<file path="config.mk">
export PLATFORM = sky130hd
export DESIGN_NAME = skip_subtractor32_seq
export DESIGN_NICKNAME = d
export VERILOG_FILES = /design/src/rtl/skip_sub_pkg.sv /design/src/rtl/skip_subtractor32_seq_skip_block.sv /design/src/rtl/skip_subtractor32_seq.sv
export SDC_FILE = /design/constraint.sdc
export NUM_CORES = 1
export LEC_CHECK = 0
export ABC_AREA = 1
export CAP_MARGIN = 10
export CELL_PAD_IN_SITES_DETAIL_PLACEMENT = 0
export CELL_PAD_IN_SITES_GLOBAL_PLACEMENT = 1
export CORE_ASPECT_RATIO = 1.4
export CORE_UTILIZATION = 36
export DETAILED_ROUTE_END_ITERATION = 6
export HOLD_SLACK_MARGIN = 0.05
export MAX_ROUTING_LAYER = met4
export PLACE_DENSITY = 0.89
export SYNTH_ARGS = -nofsm -noshare
export SYNTH_HDL_FRONTEND = slang
export SYNTH_SLANG_ARGS = --single-unit
</file>
<file path="constraint.sdc">
create_clock -name clk -period 4 [get_ports clk]
set_input_delay 1 -clock clk [delete_from_list [all_inputs] [get_ports clk]]
set_output_delay 1 -clock clk [all_outputs]
set_load 0.05 [all_outputs]
</file>
<file path="src/rtl/skip_sub_pkg.sv">
// skip_sub_pkg: shared definitions for the sequential carry-skip subtractor.
//   - WIDTH_DEF / BLK_DEF / N_BLK_DEF : default geometry (32-bit, 4-bit blocks)
//   - state_e                         : IDLE -> RUN -> DONE control states
//   - calc_cw()                       : width of a counter that must reach n
//   - calc_iw()                       : width of a block index (at least 1 bit)
package skip_sub_pkg;

  localparam int WIDTH_DEF = 32;
  localparam int BLK_DEF   = 4;
  localparam int N_BLK_DEF = WIDTH_DEF / BLK_DEF;

  typedef enum logic [1:0] {
    IDLE = 2'd0,
    RUN  = 2'd1,
    DONE = 2'd2
  } state_e;

  // A counter that must hold the value n (inclusive) needs clog2(n+1) bits.
  function automatic int calc_cw(input int n);
    return $clog2(n + 1);
  endfunction

  // Index 0..n-1; keep one bit even for a single-block configuration.
  function automatic int calc_iw(input int n);
    return (n > 1) ? $clog2(n) : 1;
  endfunction

endpackage

</file>
<file path="src/rtl/skip_subtractor32_seq_skip_block.sv">
// skip_block: one combinational carry-skip stage, shared with the adder.
//   x, y    : BLK-bit operand slices (the subtractor feeds y = ~b)
//   cin     : carry into the block
//   sum     : x + y + cin, low BLK bits
//   cout    : carry out; taken straight from cin when every bit propagates
//   skipped : 1 when the bypass path supplied cout
module skip_block #(
  parameter int BLK = 4
) (
  input  logic [BLK-1:0] x,
  input  logic [BLK-1:0] y,
  input  logic           cin,
  output logic [BLK-1:0] sum,
  output logic           cout,
  output logic           skipped
);

  logic [BLK-1:0] p;
  logic [BLK-1:0] g;
  logic [BLK:0]   c;

  assign p    = x ^ y;
  assign g    = x & y;
  assign c[0] = cin;

  for (genvar gi = 0; gi < BLK; gi++) begin : g_ripple
    assign c[gi+1] = g[gi] | (p[gi] & c[gi]);
  end

  assign sum     = p ^ c[BLK-1:0];
  assign skipped = &p;
  // When all bits propagate, the rippled carry equals cin anyway; the bypass
  // only shortens the path, so both branches give the same arithmetic result.
  assign cout    = skipped ? cin : c[BLK];

endmodule

</file>
<file path="src/rtl/skip_subtractor32_seq.sv">
// skip_subtractor32_seq: multi-cycle d = a - b - bin, one BLK-bit block per clock.
// Computed as a + ~b + ~bin through a carry-skip stage; the final carry is
// inverted to give the borrow.
//   clk, rst             : clock, synchronous active-high reset
//   in_valid / in_ready  : operand handshake (accepted only in IDLE)
//   a, b, bin            : minuend, subtrahend, borrow in
//   out_valid / out_ready: result handshake (held in DONE until out_ready)
//   d, bout              : difference mod 2^WIDTH, borrow out
//   skip_cnt             : number of blocks whose carry took the skip path
module skip_subtractor32_seq
  import skip_sub_pkg::*;
#(
  parameter int WIDTH = WIDTH_DEF,
  parameter int BLK   = BLK_DEF,
  localparam int N_BLK = WIDTH / BLK,
  localparam int CW    = calc_cw(WIDTH / BLK)
) (
  input  logic             clk,
  input  logic             rst,
  input  logic             in_valid,
  output logic             in_ready,
  input  logic [WIDTH-1:0] a,
  input  logic [WIDTH-1:0] b,
  input  logic             bin,
  output logic             out_valid,
  input  logic             out_ready,
  output logic [WIDTH-1:0] d,
  output logic             bout,
  output logic [CW-1:0]    skip_cnt
);

  localparam int IW = calc_iw(N_BLK);
  localparam logic [IW-1:0] LAST_IDX = IW'(N_BLK - 1);

  state_e           state_q, state_d;
  logic [WIDTH-1:0] a_q, a_d;
  logic [WIDTH-1:0] nb_q, nb_d;       // subtrahend stored already inverted
  logic             c_q, c_d;         // carry into the current block
  logic [IW-1:0]    idx_q, idx_d;
  logic [WIDTH-1:0] d_q, d_d;
  logic             bout_q, bout_d;
  logic [CW-1:0]    skip_q, skip_d;

  logic [BLK-1:0]   blk_x, blk_y, blk_sum;
  logic             blk_cout, blk_skipped;

  // Select the current block's operand slices with constant part-selects.
  always_comb begin
    blk_x = '0;
    blk_y = '0;
    for (int i = 0; i < N_BLK; i++) begin
      if (idx_q == IW'(i)) begin
        blk_x = a_q[i*BLK +: BLK];
        blk_y = nb_q[i*BLK +: BLK];
      end
    end
  end

  skip_block #(.BLK(BLK)) u_blk (
    .x       (blk_x),
    .y       (blk_y),
    .cin     (c_q),
    .sum     (blk_sum),
    .cout    (blk_cout),
    .skipped (blk_skipped)
  );

  always_comb begin
    state_d = state_q;
    a_d     = a_q;
    nb_d    = nb_q;
    c_d     = c_q;
    idx_d   = idx_q;
    d_d     = d_q;
    bout_d  = bout_q;
    skip_d  = skip_q;

    case (state_q)
      IDLE: begin
        if (in_valid) begin
          a_d     = a;
          nb_d    = ~b;
          c_d     = ~bin;
          idx_d   = '0;
          skip_d  = '0;
          d_d     = '0;
          bout_d  = 1'b0;
          state_d = RUN;
        end
      end

      RUN: begin
        for (int i = 0; i < N_BLK; i++) begin
          if (idx_q == IW'(i)) begin
            d_d[i*BLK +: BLK] = blk_sum;
          end
        end
        c_d = blk_cout;
        if (blk_skipped) begin
          skip_d = skip_q + CW'(1);
        end
        if (idx_q == LAST_IDX) begin
          bout_d  = ~blk_cout;
          idx_d   = '0;
          state_d = DONE;
        end else begin
          idx_d = idx_q + IW'(1);
        end
      end

      DONE: begin
        // in_valid is deliberately ignored here; a new operand waits for IDLE.
        if (out_ready) begin
          state_d = IDLE;
        end
      end

      default: state_d = IDLE;
    endcase
  end

  always_ff @(posedge clk) begin
    if (rst) begin
      state_q <= IDLE;
      a_q     <= '0;
      nb_q    <= '0;
      c_q     <= 1'b0;
      idx_q   <= '0;
      d_q     <= '0;
      bout_q  <= 1'b0;
      skip_q  <= '0;
    end else begin
      state_q <= state_d;
      a_q     <= a_d;
      nb_q    <= nb_d;
      c_q     <= c_d;
      idx_q   <= idx_d;
      d_q     <= d_d;
      bout_q  <= bout_d;
      skip_q  <= skip_d;
    end
  end

  assign in_ready  = (state_q == IDLE);
  assign out_valid = (state_q == DONE);
  assign d         = d_q;
  assign bout      = bout_q;
  assign skip_cnt  = skip_q;

endmodule

</file>
**Yosys cells after proc, flatten, opt, wreduce, memory -nomap -nowiden**

Index checks and enable logic that the tools add are counted.

- Bitwise logic cells: 14
- Multiplexer cells: 42
- Multiply operators: 0
- Reduce and logical (&&, ||, !) cells: 16
- Add/sub/neg operators: 2
- Order comparisons: 0
- Equal/unequal tests: 20
- Div/mod/pow operators: 0
- Shift-type cells: 0

Operators by type and width:

| operator | count |
|---|---|
| $mux 4 | 26 |
| $pmux 32 s2 | 1 |
| $mux 32 | 1 |
| $not 32->32 | 1 |
| $reduce_and 3->1 | 10 |
| $ne 2x2->1 const B | 9 |
| $eq 3x3->1 const B | 4 |
| $pmux 4 s2 | 1 |
| $xor 4x4->4 | 2 |
| $eq 3x2->1 const B | 2 |
| $mux 2 | 3 |
| $mux 3 | 2 |
| $pmux 2 s3 | 1 |
| $pmux 3 s2 | 1 |
| $add 4x1->4 const B | 1 |
| $and 1x1->1 | 4 |
| $and 4x4->4 | 1 |
| $mux 1 | 4 |
| $ne 2x1->1 const B | 2 |
| $or 1x1->1 | 4 |
| $pmux 1 s2 | 2 |
| $reduce_and 2->1 | 2 |
| $reduce_and 4->1 | 1 |
| $add 3x1->3 const B | 1 |
| other kinds (7) | 8 |

- ROM bits: 0
- Memories kept: 0
- Latch bits: 0
- Register bits: 107
- Logic and storage cells: 109
- Bits in writable memories: 0
- Output and inout bits: 39

**Logic depth before layout (Yosys ltp)**

Gate-level depths: netlist (run 1).

- Depth in word-level cells: 22
- Depth in mapped cells: 22
- Depth with buffers taken out: 21

**Modules after synthesis**

Synthesis (run 1) repeated with hierarchy kept, for this count alone.

- Cells, all modules: 693
- Area, all modules: 4845.9 um^2

Modules (own cells, without submodules):

| module | seq. area each (um^2) | area an instance (um^2) | cells an instance | times used |
|---|---|---|---|---|
| skip_subtractor32_seq | 2142.1 | 4652.0 | 669 | 1 |
| skip_block | 0.0 | 193.9 | 24 | 1 |

**Worst setup path after synthesis (run 1)**

Ideal clock, no wire load.

- Kind: register -> register
- From: reg idx_q[2]
- To: reg d_q[23] (netlist: d[23])
- Required time: 3.930 ns
- Setup slack: 0.393 ns
- Arrival time: 3.537 ns
- Stages on the path, launching flop included: 19
- Period minus slack after synthesis: 3.607 ns
- Cells stage by stage: dfxtp_1 > inv_2 > ha_1 > inv_1 > buf_1 > nand3_1 > nand2_1 > nand2_1 > nand2_1 > nand2_1 > nand2_1 > inv_1 > fa_1 > fa_1 > fa_1 > fa_1 > nor2_4 > nand2_1 > a21oi_1

- Longest elaborated chain between the ends: 19
- Elaborated cells on any way between the ends: 37
- Classes of those cells: eq/ne (8); mux (18); bitwise (9); reduce/logical (2)

RTL lines:

| element | RTL line | RTL |
|---|---|---|
| from (decl) | skip_subtractor32_seq.sv:39 | `logic [IW-1:0] idx_q, idx_d;` |
| from (signal assigned) | skip_subtractor32_seq.sv:137 | `idx_q <= idx_d;` |
| $logic_not 3->1 | skip_subtractor32_seq.sv:52 | `if (idx_q == IW'(i)) begin` |
| $mux 4 (8 in a row) | skip_subtractor32_seq.sv:52 |  |
| $xor 4x4->4 | skip_subtractor32_seq_skip_block.sv:22 | `assign p = x ^ y;` |
| $and 1x1->1 | skip_subtractor32_seq_skip_block.sv:27 | `assign c[gi+1] = g[gi] \| (p[gi] & c[gi]);` |
| $or 1x1->1 | skip_subtractor32_seq_skip_block.sv:27 |  |
| $and 1x1->1 | skip_subtractor32_seq_skip_block.sv:27 |  |
| $or 1x1->1 | skip_subtractor32_seq_skip_block.sv:27 |  |
| $and 1x1->1 | skip_subtractor32_seq_skip_block.sv:27 |  |
| $or 1x1->1 | skip_subtractor32_seq_skip_block.sv:27 |  |
| $xor 4x4->4 | skip_subtractor32_seq_skip_block.sv:30 | `assign sum = p ^ c[BLK-1:0];` |
| $mux 4 | skip_subtractor32_seq.sv:94 | `if (idx_q == IW'(i)) begin` |
| $pmux 32 s2 | skip_subtractor32_seq.sv:78 | `case (state_q)` |
| to (signal assigned) | skip_subtractor32_seq.sv:129 | `d_q <= '0;` |
| to (signal assigned) | skip_subtractor32_seq.sv:138 | `d_q <= d_d;` |
| to (decl) | skip_subtractor32_seq.sv:40 | `logic [WIDTH-1:0] d_q, d_d;` |

Parallel ways exist; a longest one is shown, timed or not. The select of a mux whose other input is x is not followed.
A chain may end at the register's enable or synchronous reset.

**Worst setup path after layout (run 1)**

- From: reg idx_q[0]
- To: reg d_q[7] (netlist: d[7])

Same word-level chain as after synthesis.

==> impl_metrics.py, run 1 <==
metrics = {
    "finish": {
        "final.fill_count": 1362,
        "final_core_util_pct": 49.8,
        "insertedDiodeCount": 0,
        "layout_common_cells": "nand2_1 (168), clkdlybuf4s50_1 (107), dfxtp_1 (106)",
        "layout-drive-gt1-share_pct": 7.49,
        "seq_area_um2": 2140,
        "final_common_cell": "nand2_1",
        "final_area_um2": 6470,
        "multi_input_area_um2": 2360,
        "final_cells": 966,
        "area.growth.synth_to_final_pct": 33.5,
        "fin_nets": 867,
    },
    "global_routing": {
        "grt_remaining_overflow": 0,
        "grt_pass1_vias": 4390,
        "track_usage_pct": 18.9,
        "grt_pass1_wl_um": 20300,
        "grt_max_degree": 50,
        "antenna_found_initial": 0,
    },
    "routing": {
        "routed_via_density": 4.63,
        "wl_per_cell_um": 12.7,
        "detail-route-antenna-nets": 0,
        "dr.first_iter.drc_count": 129,
        "num_vias": 4473,
        "firstDrtPassIters": 4,
        "wl_um": 12300,
        "drc_errors": 0,
    },
    "worst_setup_path": {
        "crit_type": "reg -> reg",
        "worst_setup_path_end_kind": "flip-flop",
        "worst-path-max-fanout": 8,
        "crit_path_cell_trace": "inv_1 > ha_1 > nand2_1 > clkinvlp_4 > a21oi_1 > nand2_1 > nand2_1 > inv_1 > fa_1 > fa_1 > fa_1 > fa_1 > nor2_4 > nand2_1 > a21oi_1",
        "cpPeakStageDelay_ns": 0.49,
        "worst_ep_arrival_time_ns": 4.07,
        "critical_path.slowest_cell": "fa_1",
        "worst_setup_path_start_kind": "flip-flop",
        "required_ns": 4.28,
    },
    "clock_tree": {
        "cts_max_level": 3,
        "clkTransAtPathRegs_ns": 0.07,
        "insertion_delay_ns": 0.35,
        "cts.path.max_buffers": 2,
        "numCtsBuffers": 9,
        "hold_buffers": 0,
        "cts_tree": "built",
        "cts_root_buf": "clkbuf_16",
        "cts_sinks": 107,
    },
    "place": {
        "place_inst": 947,
        "gp_congestion": 0.874,
        "placed_area_um2": 6070,
        "hpwlAfterDp_um": 9220,
        "io_buffer_count": 107,
    },
    "pwr": {
        "swShare_pct": 27.5,
        "irDropWorstVdd_v": 0.000194,
        "power_mw": 2.74,
        "p_comb_share_pct": 19.9,
        "p_leak_nw": 2.66,
        "seqPwrFrac_pct": 43.4,
        "p_int_mw": 1.99,
        "clockPowerShare_pct": 36.8,
        "power_density_nw_per_um2": 424,
        "p_sw_mw": 0.755,
    },
    "floorplan": {
        "die_h_um": 139,
        "core_um2": 13000,
        "die_area_um2": 13900,
        "io_pins": 108,
        "initial_core_util_pct": 37.3,
        "row_count": 49,
        "die_w_um": 100,
    },
    "sta": {
        "worst_pin_slew_ns": 0.699,
        "fmax_mhz": 264,
        "hold_ws_ns": 0.461,
        "slew_headroom_pct": 53.4,
        "min_period_over_period_pct": 94.7,
        "drv_slew": 0,
        "period_minus_slack_ns": 3.79,
        "setup_viol": 0,
        "hold_violations": 0,
        "skew_ns": 0.00806,
    },
    "synthesis": {
        "yosys_warnings": 0,
        "synth_cells": 687,
        "synth_area_um2": 4850,
        "ys_types": 25,
        "synth.yosys.seq_area_share_pct": 44.2,
        "synth_seq_cells": 107,
        "syn_avg_cell_area_um2": 7.06,
        "synth_nets": 771,
    },
    "job": {
        "drv_cap": 0,
    },
    "run_status": {
        "status": "finished clean",
    },
    "hold_path": {
        "hold_class": "reg -> reg",
    },
}
-- layer usage --
| layer | GRT usage, % | up-vias | part of all wire [%] |
|---|---|---|---|
| met5 | - | - | 0 |
| met4 | 7.02 | 0 | 1.9 |
| met3 | 3.82 | 17 | 3.9 |
| met2 | 32.4 | 100 | 50 |
| met1 | 21.5 | 1974 | 44 |
| li1 | - | 2382 | - |
-- cell type report --
type                    count  share of cell area [%]
clock inverters             4                    1.51
flip-flops and latches    107                    33.1
well taps                 178                    3.44
multi-input cells         486                    36.5
inverters                  61                    3.59
clock buffers              12                    3.81
repair buffers            118                    18.0
-- stage by stage --
step	worst slack (ns)	TNS (ns)
floorplan	0.393	0
global placement	0.238	0
detailed placement	0.0746	0
CTS	0.0490	0
global route	-0.0121	-0.0121
finish	0.210	0
-- path summary, 6_finish.rpt --
path	start	endpoint	slack (ns)	depth (start not counted)
worst max-delay path	idx_q[0]	d[7]	0.21	15
worst max register to register	idx_q[0]	d[7]	0.21	15
worst min register to register	d[14]	d[14]	0.46	2
worst min-delay path	d[14]	d[14]	0.46	2
-- worst max-delay path: cells and delay by family (launching register included) --
| family | cells | cell delay [ns] |
|---|---|---|
| fa+ha+maj | 5 | 1.98 |
| simple gates | 5 | 0.63 |
| flops | 1 | 0.42 |
| buf+inv | 3 | 0.38 |
| compound gates | 2 | 0.31 |
-- cell families (layout without fill, tap and decap cells) --
family | count (synthesis) | after routing | synth area share, %
and+or+nand+nor | 310 | 310 | 26.6
AOI/OAI and AO/OA | 161 | 161 | 16.9
DFF | 107 | 107 | 44.2
buffers and inverters | 94 | 195 | 7.76
adders and majority gates | 15 | 15 | 4.49
-- power groups by stage --
stage	Sequential, mW	Clock, mW	Combinational [mW]
floorplan	1.27	0	0.289
global route	1.20	1.08	0.606
CTS	1.19	1.03	0.544
finish	1.19	1.01	0.545
detailed placement	1.21	0	0.542
global placement	1.21	0	0.530
-- flip-flops by register name, summed over array words and instances, names as in the netlist --
register	flops
skip_cnt	4
nb_q	32
a_q	32
idx_q	3
bout	1
d	32
c_q	1
state_q	2
-- timing repair --
item / CTS / global route
hold endpoints to repair: 0 / 0
setup buffers: 0 / 3
resized for setup: 0 / 11
endpoints found under the setup margin: 0 / 10
-- Yosys cell counts (all sizes together) --
master,number,area (um2)
nand2,170,646
dfxtp,107,2140
nor2,94,403
a21oi,86,430
o21ai,73,377
inv,61,229
nand3,35,175
clkbuf,18,67.6
buf,15,80.1
ha,11,138
or2,9,56.3
fa,4,80.1
and3,1,6.26
nand4,1,6.26
o211ai,1,7.51
o21a,1,7.51
Note: power is estimated with default switching activity, not from simulation.
==> run 2: changes to the inputs <==
CORE_MARGIN = 2   (was default)
==> run 2 against run 1 <==
Compared with the run above:
- hold slack lost 0.0015 ns
- utilization shrank 0.99 points
- cell area is essentially flat
- worst setup slack gained 0.046 ns
- clock skew grew 0.00053 ns
- sequential power is essentially flat
- clock-buffer cell count shrank 1
- cell count grew 0.52%
- critical path type unchanged
- critical endpoint unchanged
- combinational power grew 0.9%
- maximum frequency grew 1.2%
- register-to-register slack gained 0.05 ns
- largest power group unchanged
==> impl_metrics.py, run 2 (synthesized netlist as in run 1, its figures left out) <==
metrics = {
    "run_status": {
        "status": "finished clean",
    },
    "pwr": {
        "p_sw_mw": 0.754,
        "clockPowerShare_pct": 35.0,
        "swShare_pct": 28.1,
        "p_comb_share_pct": 20.5,
        "power_density_nw_per_um2": 414,
        "p_int_mw": 1.93,
        "power_mw": 2.68,
        "p_leak_nw": 2.66,
        "seqPwrFrac_pct": 44.4,
        "irDropWorstVdd_v": 0.000212,
    },
    "finish": {
        "final_area_um2": 6470,
        "final_common_cell": "nand2_1",
        "final.fill_count": 1368,
        "area.growth.synth_to_final_pct": 33.5,
        "fin_nets": 869,
        "layout_common_cells": "nand2_1 (167), clkdlybuf4s50_1 (107), dfxtp_1 (106)",
        "final_core_util_pct": 48.8,
        "final_cells": 971,
        "insertedDiodeCount": 0,
        "layout-drive-gt1-share_pct": 7.98,
    },
    "worst_setup_path": {
        "worst_ep_arrival_time_ns": 4.02,
        "timing.rr.start": "idx_q[0]",
        "worst-path-max-fanout": 12,
        "worst_setup_path_start_kind": "flip-flop",
        "worstRegToRegCells": 17,
        "required_ns": 4.27,
        "rrSetupSlack_ns": 0.26,
        "crit_type": "reg -> reg",
        "worst_setup_path_end_kind": "flip-flop",
        "reg2reg_to": "d[7]",
    },
    "routing": {
        "drt-met1-wl_um": 5340,
        "firstDrtPassIters": 4,
        "drc_errors": 0,
        "detail-route-antenna-nets": 0,
        "dr.first_iter.drc_count": 178,
        "wl_met3_um": 412,
        "num_vias": 4539,
        "wl_met2_um": 6230,
        "wl_per_cell_um": 12.6,
        "top_layer": "met4",
        "wl_um": 12300,
        "routed_via_density": 4.67,
    },
    "place": {
        "dpl_worst_slack_ns": 0.0815,
        "hpwlAfterDp_um": 9160,
        "place_inst": 950,
        "placed_area_um2": 6070,
        "gp_congestion": 0.849,
        "io_buffer_count": 107,
    },
    "sta": {
        "setup_slack_ns": 0.257,
        "drv_slew": 0,
        "skew_ns": 0.00859,
        "hold_violations": 0,
        "hold_ws_ns": 0.460,
        "rsz0062_at_grt": "false",
        "slew_headroom_pct": 64.2,
        "setup_viol": 0,
        "min_period_over_period_pct": 93.6,
        "worst_pin_slew_ns": 0.537,
        "fmax_mhz": 267,
        "fin_tns_setup_ns": 0,
        "period_minus_slack_ns": 3.74,
    },
    "global_routing": {
        "track_usage_pct": 18.0,
        "grt_pass1_wl_um": 20300,
        "antenna_found_initial": 0,
        "grt_remaining_overflow": 0,
        "grt_max_degree": 70,
        "grt_pass1_vias": 4430,
    },
    "floorplan": {
        "io_pins": 108,
        "die_h_um": 141,
        "die_w_um": 102,
        "row_count": 50,
        "initial_core_util_pct": 36.6,
        "die_area_um2": 14400,
        "core_um2": 13300,
    },
    "hold_path": {
        "whs_path_depth": 2,
        "hold_end": "d[8]",
        "hold_class": "reg -> reg",
        "min-delay-start": "d[8]",
    },
    "clock_tree": {
        "hold_buffers": 0,
        "cts_max_level": 3,
        "cts.path.max_buffers": 2,
        "cts_root_buf": "clkbuf_16",
        "numCtsBuffers": 9,
        "cts_sinks": 107,
        "insertion_delay_ns": 0.35,
        "cts_tree": "built",
        "clkTransAtPathRegs_ns": 0.07,
    },
    "job": {
        "drv_cap": 0,
    },
}
-- run 2: final cells by class --
type / count / area [um2] / area share, %
multi-input cells: 486 / 2370 / 36.6
flip-flops and latches: 107 / 2140 / 33.1
repair buffers: 120 / 1180 / 18.2
clock buffers: 11 / 243 / 3.75
inverters: 61 / 233 / 3.59
well taps: 182 / 228 / 3.52
clock inverters: 4 / 75.1 / 1.16
-- run 2: power by group through the flow --
stage / Sequential [mW] / Combinational (mW) / Clock, mW
2_1_floorplan: 1.27 / 0.289 / 0
3_3_place_gp: 1.21 / 0.529 / 0
3_5_place_dp: 1.21 / 0.541 / 0
4_1_cts: 1.19 / 0.542 / 0.954
5_1_grt: 1.20 / 0.614 / 0.991
6_report: 1.19 / 0.550 / 0.939
-- run 2: metal layers --
metal	up-vias	GRT usage, %
met4	0	7.23
li1	2381	-
met3	21	1.97
met5	-	-
met2	100	31.4
met1	2037	20.7
-- run 2: how the worst max path moves through the flow --
| stage | from | endpoint |
|---|---|---|
| global route | idx_q[0] | d[31] |
| CTS | idx_q[1] | d[7] |
| global placement | idx_q[0] | d[7] |
| detailed placement | idx_q[0] | d[7] |
| finish | idx_q[0] | d[7] |
| floorplan | idx_q[2] | d[23] |
-- run 2: critical path, cell delays in order, from the launching register on --
cell,delay [ns]
dfxtp_1,0.43
ha_1,0.23
ha_2,0.23
inv_1,0.09
buf_4,0.18
nand3_1,0.08
nand3_1,0.08
nand2_1,0.07
nand2_1,0.07
nand2_1,0.06
nand2_1,0.05
fa_1,0.39
fa_1,0.40
fa_2,0.37
fa_1,0.49
nor2_4,0.20
nand2_1,0.08
a21oi_1,0.15
-- run 2: timing repair --
item | in CTS | in global routing
setup buffers | 0 | 6
setup endpoints to repair | 0 | 10
gates resized for setup | 0 | 13
